<file path="src/rtl/conv_out_framer_pkg.sv">
// conv_out_framer_pkg: shared accelerator widths, lane count and framer FSM state encoding
package conv_out_framer_pkg;
  localparam int DATA_W = 64;
  localparam int DIM_W = 16;
  localparam int LANES = 8;
  typedef enum logic [1:0] {IDLE, RUN, DONE} state_t;
endpackage

</file>
<file path="src/rtl/conv_out_framer_if.sv">
// conv_out_framer_if: ConvOutput result stream (sValid/sReady/sData) and writeback stream (mData_*); slave = framer, master = environment
interface conv_out_framer_if #(parameter int DATA_W = conv_out_framer_pkg::DATA_W);
  logic sValid;
  logic sReady;
  logic [DATA_W-1:0] sData;
  logic mData_valid;
  logic mData_ready;
  logic [DATA_W-1:0] mData_payload;
  logic mData_rowlast;
  logic mData_last;
  modport master (
    output sValid, sData, mData_ready,
    input sReady, mData_valid, mData_payload, mData_rowlast, mData_last
  );
  modport slave (
    input sValid, sData, mData_ready,
    output sReady, mData_valid, mData_payload, mData_rowlast, mData_last
  );
endinterface

</file>
<file path="src/rtl/conv_out_framer_stream_skid_buf.sv">
// stream_skid_buf: 2-entry registered skid buffer (clk, rst, in_valid/in_ready/in_data -> out_valid/out_ready/out_data); in_ready depends only on registered state
module stream_skid_buf #(
  parameter int W = 66
) (
  input  logic         clk,
  input  logic         rst,
  input  logic         in_valid,
  output logic         in_ready,
  input  logic [W-1:0] in_data,
  output logic         out_valid,
  input  logic         out_ready,
  output logic [W-1:0] out_data
);
  logic         skid_v;
  logic [W-1:0] skid_d;
  logic         in_fire;
  assign in_ready = !skid_v;
  assign in_fire = in_valid && in_ready;
  always_ff @(posedge clk) begin
    if (rst) begin
      out_valid <= 1'b0;
      out_data <= '0;
      skid_v <= 1'b0;
      skid_d <= '0;
    end else if (!out_valid || out_ready) begin
      out_valid <= skid_v || in_fire;
      if (skid_v) out_data <= skid_d;
      else if (in_fire) out_data <= in_data;
      skid_v <= 1'b0;
    end else if (in_fire) begin
      skid_v <= 1'b1;
      skid_d <= in_data;
    end
  end
endmodule

</file>
<file path="src/rtl/conv_out_framer.sv">
// conv_out_framer: tags conv output beats with rowlast/last per latched layer dims (clk, reset, start, In_Channel/Matrix_Col/Matrix_Row, bus streams, LayerEnd)
module conv_out_framer
  import conv_out_framer_pkg::*;
#(
  parameter int DATA_W = conv_out_framer_pkg::DATA_W,
  parameter int DIM_W = conv_out_framer_pkg::DIM_W
) (
  input  logic             clk,
  input  logic             reset,
  input  logic             start,
  input  logic [DIM_W-1:0] In_Channel,
  input  logic [DIM_W-1:0] Matrix_Col,
  input  logic [DIM_W-1:0] Matrix_Row,
  conv_out_framer_if.slave bus,
  output logic             LayerEnd
);
  state_t           state;
  logic [DIM_W-1:0] bpp, cols, rows;
  logic [DIM_W-1:0] chan, col, row;
  logic             last_in;
  logic [DIM_W:0]   ch_round;
  logic [DIM_W-1:0] bpp_in;
  logic             skid_ready, s_fire;
  logic             chan_end, col_end, row_end;
  logic             rowlast_tag, last_tag;
  logic [DATA_W+1:0] out_word;
  assign ch_round = {1'b0, In_Channel} + (DIM_W+1)'(LANES - 1);
  assign bpp_in = DIM_W'(ch_round / (DIM_W+1)'(LANES));
  assign bus.sReady = state == RUN && skid_ready && !last_in;
  assign s_fire = bus.sValid && bus.sReady;
  assign chan_end = chan == bpp - 1'b1;
  assign col_end = col == cols - 1'b1;
  assign row_end = row == rows - 1'b1;
  assign rowlast_tag = chan_end && col_end;
  assign last_tag = rowlast_tag && row_end;
  stream_skid_buf #(.W(DATA_W + 2)) u_skid (
    .clk(clk),
    .rst(reset),
    .in_valid(s_fire),
    .in_ready(skid_ready),
    .in_data({last_tag, rowlast_tag, bus.sData}),
    .out_valid(bus.mData_valid),
    .out_ready(bus.mData_ready),
    .out_data(out_word)
  );
  assign bus.mData_payload = out_word[DATA_W-1:0];
  assign bus.mData_rowlast = out_word[DATA_W];
  assign bus.mData_last = out_word[DATA_W+1];
  always_ff @(posedge clk) begin
    if (reset) begin
      state <= IDLE;
      bpp <= '0;
      cols <= '0;
      rows <= '0;
      chan <= '0;
      col <= '0;
      row <= '0;
      last_in <= 1'b0;
      LayerEnd <= 1'b0;
    end else begin
      unique case (state)
        IDLE: if (start) begin
          bpp <= bpp_in;
          cols <= Matrix_Col;
          rows <= Matrix_Row;
          chan <= '0;
          col <= '0;
          row <= '0;
          last_in <= 1'b0;
          state <= (In_Channel == '0 || Matrix_Col == '0 || Matrix_Row == '0) ? DONE : RUN;
          LayerEnd <= In_Channel == '0 || Matrix_Col == '0 || Matrix_Row == '0;
        end
        RUN: begin
          if (s_fire) begin
            chan <= chan_end ? '0 : chan + 1'b1;
            col <= chan_end ? (col_end ? '0 : col + 1'b1) : col;
            row <= rowlast_tag ? (row_end ? '0 : row + 1'b1) : row;
            last_in <= last_in || last_tag;
          end
          if (bus.mData_valid && bus.mData_ready && bus.mData_last) begin
            state <= DONE;
            LayerEnd <= 1'b1;
          end
        end
        DONE: begin
          state <= IDLE;
          LayerEnd <= 1'b0;
          last_in <= 1'b0;
        end
        default: state <= IDLE;
      endcase
    end
  end
endmodule

</file>
<file path="src/flat_wrapper.sv">
// flat-port wrapper written by rule: the top's interface ports become plain ports
module conv_out_framer_flat import conv_out_framer_pkg::*;
#(
  parameter int DATA_W = conv_out_framer_pkg::DATA_W,
  parameter int DIM_W = conv_out_framer_pkg::DIM_W
)
  (clk, reset, start, In_Channel, Matrix_Col, Matrix_Row, LayerEnd, bus_sValid, bus_sData, bus_mData_ready, bus_sReady, bus_mData_valid, bus_mData_payload, bus_mData_rowlast, bus_mData_last);
  conv_out_framer_if #(.DATA_W(DATA_W)) bus_i ();
  input  logic clk;
  input  logic reset;
  input  logic start;
  input  logic [DIM_W-1:0] In_Channel;
  input  logic [DIM_W-1:0] Matrix_Col;
  input  logic [DIM_W-1:0] Matrix_Row;
  output logic LayerEnd;
  input wire logic [$bits(bus_i.sValid)-1:0] bus_sValid;
  input wire logic [$bits(bus_i.sData)-1:0] bus_sData;
  input wire logic [$bits(bus_i.mData_ready)-1:0] bus_mData_ready;
  output wire logic [$bits(bus_i.sReady)-1:0] bus_sReady;
  output wire logic [$bits(bus_i.mData_valid)-1:0] bus_mData_valid;
  output wire logic [$bits(bus_i.mData_payload)-1:0] bus_mData_payload;
  output wire logic [$bits(bus_i.mData_rowlast)-1:0] bus_mData_rowlast;
  output wire logic [$bits(bus_i.mData_last)-1:0] bus_mData_last;
  assign bus_i.sValid = bus_sValid;
  assign bus_i.sData = bus_sData;
  assign bus_i.mData_ready = bus_mData_ready;
  assign bus_sReady = bus_i.sReady;
  assign bus_mData_valid = bus_i.mData_valid;
  assign bus_mData_payload = bus_i.mData_payload;
  assign bus_mData_rowlast = bus_i.mData_rowlast;
  assign bus_mData_last = bus_i.mData_last;
  conv_out_framer #(.DATA_W(DATA_W), .DIM_W(DIM_W)) u_core (.clk(clk), .reset(reset), .start(start), .In_Channel(In_Channel), .Matrix_Col(Matrix_Col), .Matrix_Row(Matrix_Row), .bus(bus_i), .LayerEnd(LayerEnd));
endmodule
</file>
<file path="config.mk">
export PLATFORM = sky130hd
export DESIGN_NAME = conv_out_framer_flat
export DESIGN_NICKNAME = d
export VERILOG_FILES = /design/src/rtl/conv_out_framer_pkg.sv /design/src/rtl/conv_out_framer_if.sv /design/src/rtl/conv_out_framer_stream_skid_buf.sv /design/src/rtl/conv_out_framer.sv /design/src/flat_wrapper.sv
export SDC_FILE = /design/constraint.sdc
export NUM_CORES = 1
export LEC_CHECK = 0
export CORE_MARGIN = 4
export CORE_UTILIZATION = 42
export DETAILED_ROUTE_END_ITERATION = 10
export GPL_TIMING_DRIVEN = 0
export PLACE_DENSITY = 0.72
export SLEW_MARGIN = 10
export SYNTH_ARGS = -nofsm -noshare
export SYNTH_HDL_FRONTEND = slang
export SYNTH_HIERARCHICAL = 1
export SYNTH_SLANG_ARGS = --single-unit
</file>
<file path="constraint.sdc">
create_clock -name clk -period 4.52 [get_ports clk]
set_input_delay 0.904 -clock clk [delete_from_list [all_inputs] [get_ports clk]]
set_output_delay 0.904 -clock clk [all_outputs]
set_load 0.02 [all_outputs]
</file>
== After elaboration in Yosys (flattened, before gate mapping) ==
Index checks and enable logic that the tools add are counted.
Storage, ports and cells
  output and inout bits: 69
  bits in registers: 232
  bits of input ports: 117
  logic and storage cells: 88
Cells by class
  bitwise operators: 1
  $add $sub $neg: 7
  equality and inequality tests: 10
  muxes and demuxes: 24
  reductions and logical operators: 33
Operators with widths (count)
  two-way mux 16 bit: 9
  two-way mux 66 bit: 2
  one-hot mux 16 bit (2 select lines): 3
  adder 16 x 1 -> 16 bit, second input constant: 3
  == test 16 bit: 3
  zero test 16 bit: 3
  subtractor 16 x 1 -> 16 bit, second input constant: 2
  adder 16 x 3 -> 17 bit, second input constant: 1
  subtractor 14 x 1 -> 15 bit, second input constant: 1
  AND reduction 3 bit: 3
  logical AND 1 bit: 8
  AND reduction 2 bit: 4
  AND reduction 4 bit: 2
  two-way mux 2 bit: 3
  != test 2 bit, second input constant: 3
  one-hot mux 1 bit (3 select lines): 2
  logical OR 1 bit: 5
  two-way mux 1 bit: 4
  != test 2 x 1 -> 1 bit, second input constant: 2
  one-hot mux 2 bit (2 select lines): 1
  nonzero test 2 bit: 2
  zero test 1 bit: 3
  nonzero test 3 bit: 1
  == test 2 x 1 -> 1 bit, second input constant: 1
  other kinds (4): 4

== Logic depth before layout (Yosys ltp) ==
Gate-level depths: netlist of the first run.
  depth after elaboration: 7
  mapped depth: 14
  depth with buffers taken out: 11

== Hierarchy ==
Netlist of the first run, hierarchy kept.
Modules (own cells, without submodules)
  conv_out_framer: instances 1, seq. area each 1961.9 um^2, cells an instance 853, area each 6511.2 um^2
  stream_skid_buf: instances 1, seq. area each 2682.6 um^2, cells an instance 599, area each 5546.6 um^2

== Worst setup path before layout of the first run ==
OpenSTA, ideal clock, no wires.
  path type: reg2reg
  from: register u_core.cols[0]
  to: register u_core.row[14]
  arrival: 2.776 ns
  path buffers: 2
  path slack: 1.662 ns
  period minus slack after synthesis: 2.858 ns
  setup time: 0.083 ns
  required time: 4.437 ns
  stages on the path, launching flop included: 13
  path through: dfxtp_1 clkbuf_1 inv_1 ha_1 nor4b_2 a21boi_0 a32o_1 nor3_1 and4b_1 a31oi_1 o21ai_2 buf_4 o221ai_1
On the way
  cells in the longest elaborated chain, start to end: 5
Ends and longest elaborated chain
  start, declared: line conv_out_framer.sv:18  | logic [DIM_W-1:0] bpp, cols, rows;
  start signal, assigned: line conv_out_framer.sv:64  | cols <= Matrix_Col;
  subtractor 16 x 1 -> 16 bit: line conv_out_framer.sv:32  | assign col_end = col == cols - 1'b1;
  == test 16 bit: line conv_out_framer.sv:32
  logical AND 1 bit: line conv_out_framer.sv:34  | assign rowlast_tag = chan_end && col_end;
  != test 2 x 1 -> 1 bit (no line)
  AND reduction 4 bit (no line)
  end signal, assigned: line conv_out_framer.sv:77  | row <= rowlast_tag ? (row_end ? '0 : row + 1'b1) : row;
  end, declared: line conv_out_framer.sv:19  | logic [DIM_W-1:0] chan, col, row;
Every way passes these cells.
A chain may end at the register's enable or synchronous reset.

== Worst setup path after layout of the first run ==
  from: register u_core.cols[0]
  to: register u_core.row[13]
Same word-level chain as after synthesis.

==> results_dict.tcl, run 1 <==
set metrics [dict create \
    status "finished, final reports clean" \
    synth_xor_area_share_pct 5.707 \
    synth_nets 1578 \
    ys.warnings.count 6 \
    multi_input_area_sq_mm 0.006760 \
    async_reset_ff_share_pct 0 \
    clk_pin_slew_ns 0.06 \
    drive_above_1_share_pct 8.951 \
    syn-instance-count 1452 \
    max_stage_delay_ns 0.67 \
    synth_ff_type "dfxtp_1" \
    die_h_um 177.4 \
    numCtsBuffers 27 \
    dr.pass1.iters 5 \
    cts_htree_levels 1 \
    slew_headroom_pct 48.42 \
    finalWirelength_mm 35.23 \
    holdPathStages 2 \
    drv_slew 0 \
    cp-start-kind "flop" \
    period_minus_slack_ns 3.584 \
    reg2reg_from "u_core/cols[0]" \
    die_x_um 177.4 \
    irDropWorstVdd_uv 305.2 \
    reg2reg_depth 12 \
    cts-hold-fix-buffers 0 \
    start_util_pct 42.93 \
    synthSimpleGateAreaFrac_pct 21.28 \
    fin_setup_tns_ns 0 \
    cp.arrival_ns 4.03 \
    synth-compound-area-share_pct 22.07 \
    cts_tree "yes" \
    p_leak_nw 5.037 \
    yosys.cell_count.top_type "nand2_1" \
    critPathKind "flop to flop" \
    clock_latency_ns 0.53 \
    power.density_mw_per_mm2 386.0 \
    ys_ff_latch 232 \
    dp_hpwl_mm 26.20 \
    crit_fanout 10 \
    grt-ovfl-total 0 \
    maxCapViolations 0 \
    final-hold-violation-count 0 \
    seqCellArea_sq_mm 0.004644 \
    dpl_cell_area_sq_mm 0.01438 \
    hp-start "u_core/u_skid/skid_d[7]" \
    nets 1792 \
    grtUsageMet2_pct 35.02 \
    fillers 2639 \
    numPortBuffers 185 \
    cp_cell_sequence "clkbuf_1 > inv_1 > ha_1 > nor4b_2 > a21boi_0 > a32o_1 > nor3_1 > and4b_1 > a31oi_1 > o21ai_2 > buf_2 > o211ai_1" \
    grt_setup_unrepaired "no" \
    track_usage_pct 21.49 \
    grt_max_degree 14 \
    worst_pin_slew_ns 0.7738 \
    drt_iter0_markers 769 \
    reg2reg_to "u_core/row[13]" \
    viasPerCell 5.560 \
    clock_skew_ns 0.01093 \
    synthTopCellsByArea "dfxtp_1 (39%), a21oi_1 (8.1%), nand2_1 (7.9%)" \
    ys_types 75 \
    whs_endpoint "u_core/u_skid/skid_d[7]" \
    setup_violations 0 \
    slowest_stage "nor4b_2" \
    post-cts-setup-buffers 0 \
    globalplace.congestion 0.8911 \
    cp-end-kind "flop" \
    core_sq_mm 0.02809 \
    antenna_left 0 \
    r2r_slack_ns 0.94 \
    use_met1_pct 29.18 \
    clock-sinks 232 \
    muxShareOfSynthArea_pct 6.070 \
    synth_edf_count 0 \
    area_growth_pct 27.25 \
    critPathTopFamily "simple AND/OR/NAND/NOR gates" \
    io_pins 186 \
    fmax_mhz 279.0 \
    grt_pass1_vias 10890 \
    grt_pass1_wl_mm 56.03 \
    die-area_sq_mm 0.03148 \
    use_met3_pct 3.217 \
    final_cells 2067 \
    yosysTopAreaCell "dfxtp_1" \
    ys_seq_area_share_pct 38.52 \
    yosys.area.top_type_share_pct 38.52 \
    antenna_found_initial 1 \
    grt_busiest_layer "met2" \
    cts.repair.resized 0 \
    clockRootBuffer "clkbuf_16" \
    cp.depth 12 \
    clk_path_buf_depth 3 \
    synth_top_family_by_area "compound AO/OA/AOI/OAI gates" \
    place_inst 2015 \
    drc 0 \
    fin_area_sq_mm 0.01534 \
    finalCritPeriodShare_pct 79.30 \
    syn_avg_cell_area_sq_um 8.304 \
    min_path_type "flop to flop" \
    synthAdderAreaFrac_pct 0.9339 \
    via_count 11490 \
    wire_per_inst_um 17.04 \
    cp_num_buf_inv 3 \
    syn-cell-area_sq_mm 0.01206 \
    cp.required_ns 4.97 \
    ys_top_cells_by_count "nand2_1 (253), dfxtp_1 (232), a21oi_1 (196)" \
    rows 61 \
]
==> per-stage QoR <==
stage          setup WS, ns  power (mW)  hold WS (ns)  utilization, %
2_1_floorplan         1.662       3.154        0.4360               -
3_3_place_gp          1.058       3.612        0.4409           51.21
3_5_place_dp         0.9766       3.640        0.4465           51.21
4_1_cts              0.9585       5.956        0.4546           54.61
5_1_grt              0.5229       6.192        0.4717           54.62
6_report             0.9356       5.922        0.4522           54.63
==> logic make-up after synthesis <==
kind of cell,after synthesis
adder cells (fa/ha/maj),9
buffers and inverters,149
multiplexers,73
AO/OA/AOI/OAI,380
AND/OR/NAND/NOR,532
flip-flops,232
XOR/XNOR,77
==> cell usage in the layout, fill, tap and decap left out, drive strengths merged, types with 9 or more instances in the layout <==
cell,instances
a211oi,91
a21oi,196
and3,22
buf,45
clkbuf,106
clkdlybuf4s50,185
dfxtp,232
ha,9
inv,39
mux2i,72
nand2,253
nand3,42
nand3b,10
nand4,30
nor2,62
nor3,32
nor4,17
o211ai,16
o21ai,24
or3,11
or4,13
xnor2,49
xor2,27
==> layer usage <==
layer	vias to the layer above	share of wire [%]
met4	0	3.6
li1	5641	-
met1	5448	44
met2	333	47
met5	-	0
met3	70	5.6
==> where the power goes <==
| group | internal, mW | switching [mW] | leakage, nW | total, mW |
|---|---|---|---|---|
| logic | 0.569 | 0.782 | 2.69 | 1.35 |
| clock network | 1.44 | 0.867 | 0.461 | 2.31 |
| registers | 2.16 | 0.101 | 1.88 | 2.26 |
==> worst min-delay path: cells and delay by family (launching register included) <==
kind | cells | cell delay, ns
DFF | 1 | 0.31
and+or+nand+nor | 1 | 0.05
AOI/OAI and AO/OA | 1 | 0.05
==> sequential cells by signal, indices dropped and copies added (netlist names) <==
register and cells:
u_core/u_skid/out_valid 1, u_core/u_skid/skid_v 1, u_core/cols 16, u_core/u_skid/out_data 66, u_core/last_in 1, u_core/LayerEnd 1, u_core/chan 16, u_core/rows 16
u_core/u_skid/skid_d 66, u_core/state 2, u_core/col 16, u_core/row 16, u_core/bpp 14
==> how the worst max path moves through the flow <==
stage | start | endpoint | slack (ns)
CTS | u_core/cols[0] | u_core/row[12] | 0.96
detailed placement | u_core/cols[0] | u_core/row[12] | 0.98
global placement | u_core/cols[0] | u_core/row[13] | 1.06
finish | u_core/cols[0] | u_core/row[13] | 0.94
floorplan | u_core/cols[0] | u_core/row[14] | 1.66
global route | u_core/cols[0] | u_core/row[13] | 0.52
==> cell type report <==
type                    instances  area share (%)
clock buffers                  41           5.203
flip-flops and latches        232           30.27
clock inverters                 9           1.027
inverters                      39          0.9541
diodes                          2         0.03262
repair buffers                185           12.07
well taps                     378           3.082
multi-input cells            1071           44.06
plain buffers                 110           3.303
(Power assumes the default switching activity.)
==> run 2: changes to the inputs <==
PLACE_DENSITY = 0.74   (was 0.72)
clock period = 2.9 ns   (was 4.52 ns; I/O delays follow)
==> run 2 against run 1 <==
  * The flow now finishes with violations (negative setup slack)
  * Clock power is 54% higher
  * Combinational power grew 80%
  * Flip-flop and latch count unchanged
  * Die area unchanged
  * Worst setup slack worse by 1.1 ns
  * Global-route usage grew 0.17 points
  * Clock skew fell by 0.0017 ns
  * Worst hold slack better by 0.0019 ns
  * Sequential share of layout area fell by 1.3 points
  * Design area increased by 4.7%
  * Largest power group unchanged
  * Highest routed layer unchanged
==> results_dict.tcl, run 2 (synthesized netlist as in run 1, its figures left out) <==
set metrics [dict create \
    cp-end-kind "flop" \
    reg_top3 "u_core/u_skid/out_data (66), u_core/u_skid/skid_d (66)" \
    layout_commonest_cell "nand2_1" \
    irDropWorstVdd_uv 475.8 \
    setup_violations 27 \
    finalWirelength_mm 36.05 \
    viasPerCell 5.560 \
    layout_common_cells "nand2_1 (252), dfxtp_1 (226), a21oi_1 (194)" \
    seqCellArea_sq_mm 0.004657 \
    drv_slew 0 \
    drc 0 \
    maxCapViolations 0 \
    fillers 2576 \
    cts-hold-fix-buffers 0 \
    clock_latency_ns 0.53 \
    grt_pass1_vias 11020 \
    grt_setup_unrepaired "yes" \
    pre_cts_ws_ns -0.6323 \
    cp.arrival_ns 3.43 \
    cp-start-kind "flop" \
    antenna_found_initial 0 \
    power.density_mw_per_mm2 593.9 \
    worst_slack_ns -0.1148 \
    io_pins 186 \
    cts_htree_levels 1 \
    rows 61 \
    status "complete, but fails checks" \
    fin_area_sq_mm 0.01607 \
    track_usage_pct 21.66 \
    cp.required_ns 3.31 \
    final_cells 2089 \
    dp_hpwl_mm 26.02 \
    area_growth_pct 33.24 \
    multi_input_area_sq_mm 0.007134 \
    diodes 0 \
    numPortBuffers 185 \
    die_x_um 177.4 \
    drive_above_1_share_pct 14.38 \
    drt_iter0_markers 875 \
    clk_path_buf_depth 3 \
    dr.pass1.iters 5 \
    clock-sinks 232 \
    cts_tree "yes" \
    globalplace.congestion 0.8640 \
    worst_pin_slew_ns 0.9096 \
    finalCritPeriodShare_pct 104.0 \
    nets 1820 \
    slew_headroom_pct 39.36 \
    clk_pin_slew_ns 0.06 \
    power_mw 9.542 \
    grt_max_degree 14 \
    failed_checks "negative setup slack" \
    critPathKind "flop to flop" \
    core_sq_mm 0.02809 \
    place_inst 2015 \
    grt_pass1_wl_mm 56.98 \
    final-hold-violation-count 0 \
    min_path_type "flop to flop" \
    numCtsBuffers 26 \
    fmax_mhz 331.7 \
    dpl_cell_area_sq_mm 0.01438 \
    antenna_left 0 \
    start_util_pct 42.93 \
    clock_skew_ns 0.009188 \
    clockRootBuffer "clkbuf_16" \
    p_leak_nw 5.332 \
    wire_per_inst_um 17.26 \
    die_h_um 177.4 \
    via_count 11610 \
    crit_fanout 5 \
    grt-ovfl-total 0 \
    period_minus_slack_ns 3.015 \
    die-area_sq_mm 0.03148 \
]
-- run 2: worst max-delay path: stages, from the launching register on --
cell and delay [ns]:
dfxtp_4 0.36, inv_2 0.06, ha_4 0.12, or4b_4 0.45, a211o_1 0.25, a21o_1 0.23
buf_6 0.13, a22oi_2 0.12, o2111a_2 0.33, buf_6 0.13, a31oi_4 0.08, o21ai_4 0.25
buf_6 0.16, buf_8 0.12, o211ai_1 0.08
-- run 2: through the flow --
| step | hold slack (ns) | setup TNS, ns | utilization (%) |
|---|---|---|---|
| 4_1_cts | 0.4549 | -0.1418 | 55.98 |
| 2_1_floorplan | 0.4360 | 0 | - |
| 3_3_place_gp | 0.4409 | -22.51 | 51.21 |
| 5_1_grt | 0.4655 | -3.553 | 57.20 |
| 6_report | 0.4541 | -1.948 | 57.20 |
| 3_5_place_dp | 0.4463 | -25.77 | 51.21 |
-- run 2: where the power goes --
part | switching (mW) | internal [mW]
Combinational | 1.34 | 1.09
Sequential | 0.186 | 3.37
Clock | 1.31 | 2.25
Total | 2.83 | 6.71
-- run 2: timing repair --
| action | 4_1_cts | 5_1_grt |
|---|---|---|
| endpoints found under the hold margin | 0 | 0 |
| setup buffers | 18 | 11 |
| pin swaps | 19 | 20 |
| resized for setup | 59 | 78 |
| gates cloned | 2 | 2 |
| endpoints found under the setup margin | 54 | 138 |
-- run 2: area by class of cell --
class                   count  share of cell area (%)
plain buffers             106                   3.528
clock buffers              34                   4.424
clock inverters            11                   1.347
inverters                  39                  0.9502
multi-input cells        1071                   44.41
flip-flops and latches    232                   28.99
well taps                 378                   2.944
repair buffers            218                   13.41
-- run 2: final timing paths --
path,from,endpoint,slack [ns],cells past startpoint
max,u_core/bpp[0],u_core/row[12],-0.11,14
min,u_core/u_skid/skid_d[1],u_core/u_skid/skid_d[1],0.45,2
max reg2reg,u_core/bpp[0],u_core/row[12],-0.11,14
min reg2reg,u_core/u_skid/skid_d[1],u_core/u_skid/skid_d[1],0.45,2
-- run 2: layer usage --
| layer | global-route usage [%] | vias up | routed length, um |
|---|---|---|---|
| li1 | - | 5690 | - |
| met1 | 29.50 | 5546 | 15990 |
| met2 | 35.42 | 309 | 17020 |
| met3 | 3.430 | 69 | 1928 |
| met4 | 6.639 | 0 | 1112 |
| met5 | 0 | - | 0 |
==> run 3: changes to the inputs <==
CORE_MARGIN = 3   (was 4)
MAX_ROUTING_LAYER = met4   (was default)
==> run 3 against run 2 <==
  * Largest power group unchanged
  * Clock skew up 0.0095 ns
  * The run still ends with negative setup slack left
  * Clock-buffer cell count up 2
  * Non-clock buffer count unchanged
  * Register-to-register slack better by 0.03 ns
  * Worst hold slack about the same
  * Flip-flop and latch count unchanged
  * Utilization up 0.55 points
  * Cell count up 0.29%
  * Sequential share of layout area down 0.18 points
  * Largest cell class unchanged
  * Sequential power about the same
  * First-iteration DRC count down 2.4%
==> results_dict.tcl, run 3 (synthesized netlist as in run 1, its figures left out) <==
set metrics [dict create \
    die_h_um 175.4 \
    clk_pin_slew_ns 0.06 \
    status "complete, but fails checks" \
    cts_htree_levels 1 \
    antenna_found_initial 2 \
    slowest_stage "or4b_4" \
    dp_hpwl_mm 26.01 \
    track_usage_pct 23.22 \
    clock-sinks 232 \
    crit_fanout 6 \
    seqCellArea_sq_mm 0.004659 \
    reg_top3 "u_core/u_skid/out_data (66), u_core/u_skid/skid_d (66)" \
    fillers 2503 \
    wire_per_inst_um 17.48 \
    finalCritPeriodShare_pct 102.9 \
    min_path_type "flop to flop" \
    max_stage_delay_ns 0.46 \
    cp_num_buf_inv 2 \
    final-hold-violation-count 0 \
    grt_setup_unrepaired "yes" \
    io_pins 186 \
    p_comb_share_pct 24.6 \
    utilization_pct 57.75 \
    final_cells 2095 \
    clk_path_buf_depth 3 \
    setup_violations 13 \
    period_minus_slack_ns 2.985 \
    clock_power_share_pct 39.1 \
    numPortBuffers 185 \
    critPathTopFamily "compound AO/OA/AOI/OAI gates" \
    antenna_left 0 \
    clock_latency_ns 0.54 \
    layout_common_cells "nand2_1 (252), dfxtp_1 (226), a21oi_1 (194)" \
    start_util_pct 43.05 \
    globalplace.congestion 0.8736 \
    internal_power_mw 6.899 \
    failed_checks "negative setup slack" \
    dr.pass1.iters 5 \
    sw_frac_of_total_pct 29.43 \
    via_count 11590 \
    power_mw 9.776 \
    fmax_mhz 335.1 \
    drt_iter0_markers 854 \
    finalWirelength_mm 36.62 \
    nets 1821 \
    grt-ovfl-total 0 \
    cp.arrival_ns 3.43 \
    worst_pin_slew_ns 0.8813 \
    switching_power_mw 2.877 \
    fin_setup_tns_ns -0.6898 \
    grt_pass1_vias 11200 \
    irDropWorstVdd_uv 383.5 \
    viasPerCell 5.534 \
    slew_headroom_pct 41.25 \
    maxCapViolations 0 \
    grt_max_degree 15 \
    die_x_um 175.4 \
    area_growth_pct 34.16 \
    critPathKind "flop to flop" \
    clock_skew_ns 0.01869 \
    drive_above_1_share_pct 13.99 \
    drv_slew 0 \
    layout_commonest_cell "nand2_1" \
    die-area_sq_mm 0.03078 \
    power.density_mw_per_mm2 604.3 \
    place_inst 2015 \
    core_sq_mm 0.02801 \
    cp-start-kind "flop" \
    numCtsBuffers 26 \
    worst_slack_ns -0.08455 \
    rows 61 \
    drc 0 \
    seq_power_share_pct 36.2 \
    cp_cell_sequence "inv_4 > ha_4 > or4b_4 > a211o_1 > a21o_1 > a2111oi_4 > o2111ai_4 > buf_12 > nor4b_4 > nand4_1 > a31oi_1" \
    p_leak_nw 5.385 \
    multi_input_area_sq_mm 0.007142 \
    cp-end-kind "flop" \
    cts_tree "yes" \
    clockRootBuffer "clkbuf_16" \
    cp.required_ns 3.35 \
    grt_pass1_wl_mm 57.77 \
]
-- run 3: cell count changes in the layout (fill, tap and decap cells not counted), moves of 3 or more --
cell	previous run	this run
nor2_2	13	2
nor2_1	48	58
buf_4	26	33
buf_6	18	12
clkbuf_8	3	8
clkbuf_4	3	7
buf_12	1	4
buf_2	19	16
buf_8	3	0
clkbuf_2	8	5
-- run 3: stage by stage --
stage          setup WS, ns  hold WS [ns]  area [sq um]
4_1_cts            -0.05645        0.4553         15770
2_1_floorplan       0.04157        0.4360         12060
6_report           -0.08455        0.4536         16180
5_1_grt             -0.1609        0.4734         16180
3_3_place_gp        -0.5487        0.4408         14380
3_5_place_dp        -0.6635        0.4463         14380
-- run 3: what timing repair did --
action | in CTS | in global routing
resized for setup | 54 | 63
cloned | 1 | 3
endpoints found under the setup margin | 54 | 143
hold buffers | 0 | 0
buffers inserted | 13 | 19
pin swaps | 24 | 25
-- run 3: area by class of cell --
type | count | area share (%)
multi-input cells | 1072 | 44.15
clock buffers | 36 | 4.749
well taps | 378 | 2.924
clock inverters | 12 | 1.539
repair buffers | 220 | 13.45
diodes | 2 | 0.03094
flip-flops and latches | 232 | 28.80
inverters | 39 | 0.9591
plain buffers | 104 | 3.395
-- run 3: worst paths after layout --
path,from,end,slack (ns),cells after the start
worst max-delay path,u_core/bpp[1],u_core/row[15],-0.08,11
worst max register to register,u_core/bpp[1],u_core/row[15],-0.08,11
worst min register to register,u_core/u_skid/skid_d[37],u_core/u_skid/skid_d[37],0.45,2
worst min-delay path,u_core/u_skid/skid_d[37],u_core/u_skid/skid_d[37],0.45,2
-- run 3: layer usage --
metal	wire length, um	global-route usage [%]
met1	16190	30.25
met2	17350	37.21
met3	1950	3.243
met4	1134	7.984
met5	0	-
-- run 3: power groups by stage --
| stage | Sequential [mW] | Clock, mW | Combinational (mW) |
|---|---|---|---|
| 6_report | 3.54 | 3.83 | 2.41 |
| 5_1_grt | 3.57 | 4.02 | 2.60 |
| 4_1_cts | 3.53 | 3.89 | 2.26 |
| 3_5_place_dp | 3.58 | 0 | 2.09 |
| 3_3_place_gp | 3.58 | 0 | 2.05 |
| 2_1_floorplan | 3.66 | 0 | 1.26 |
-- run 3: worst min-delay path, stage by stage (launching register included) --
cell     delay [ns]
dfxtp_1        0.31
nand2_1        0.05
a21oi_1        0.05
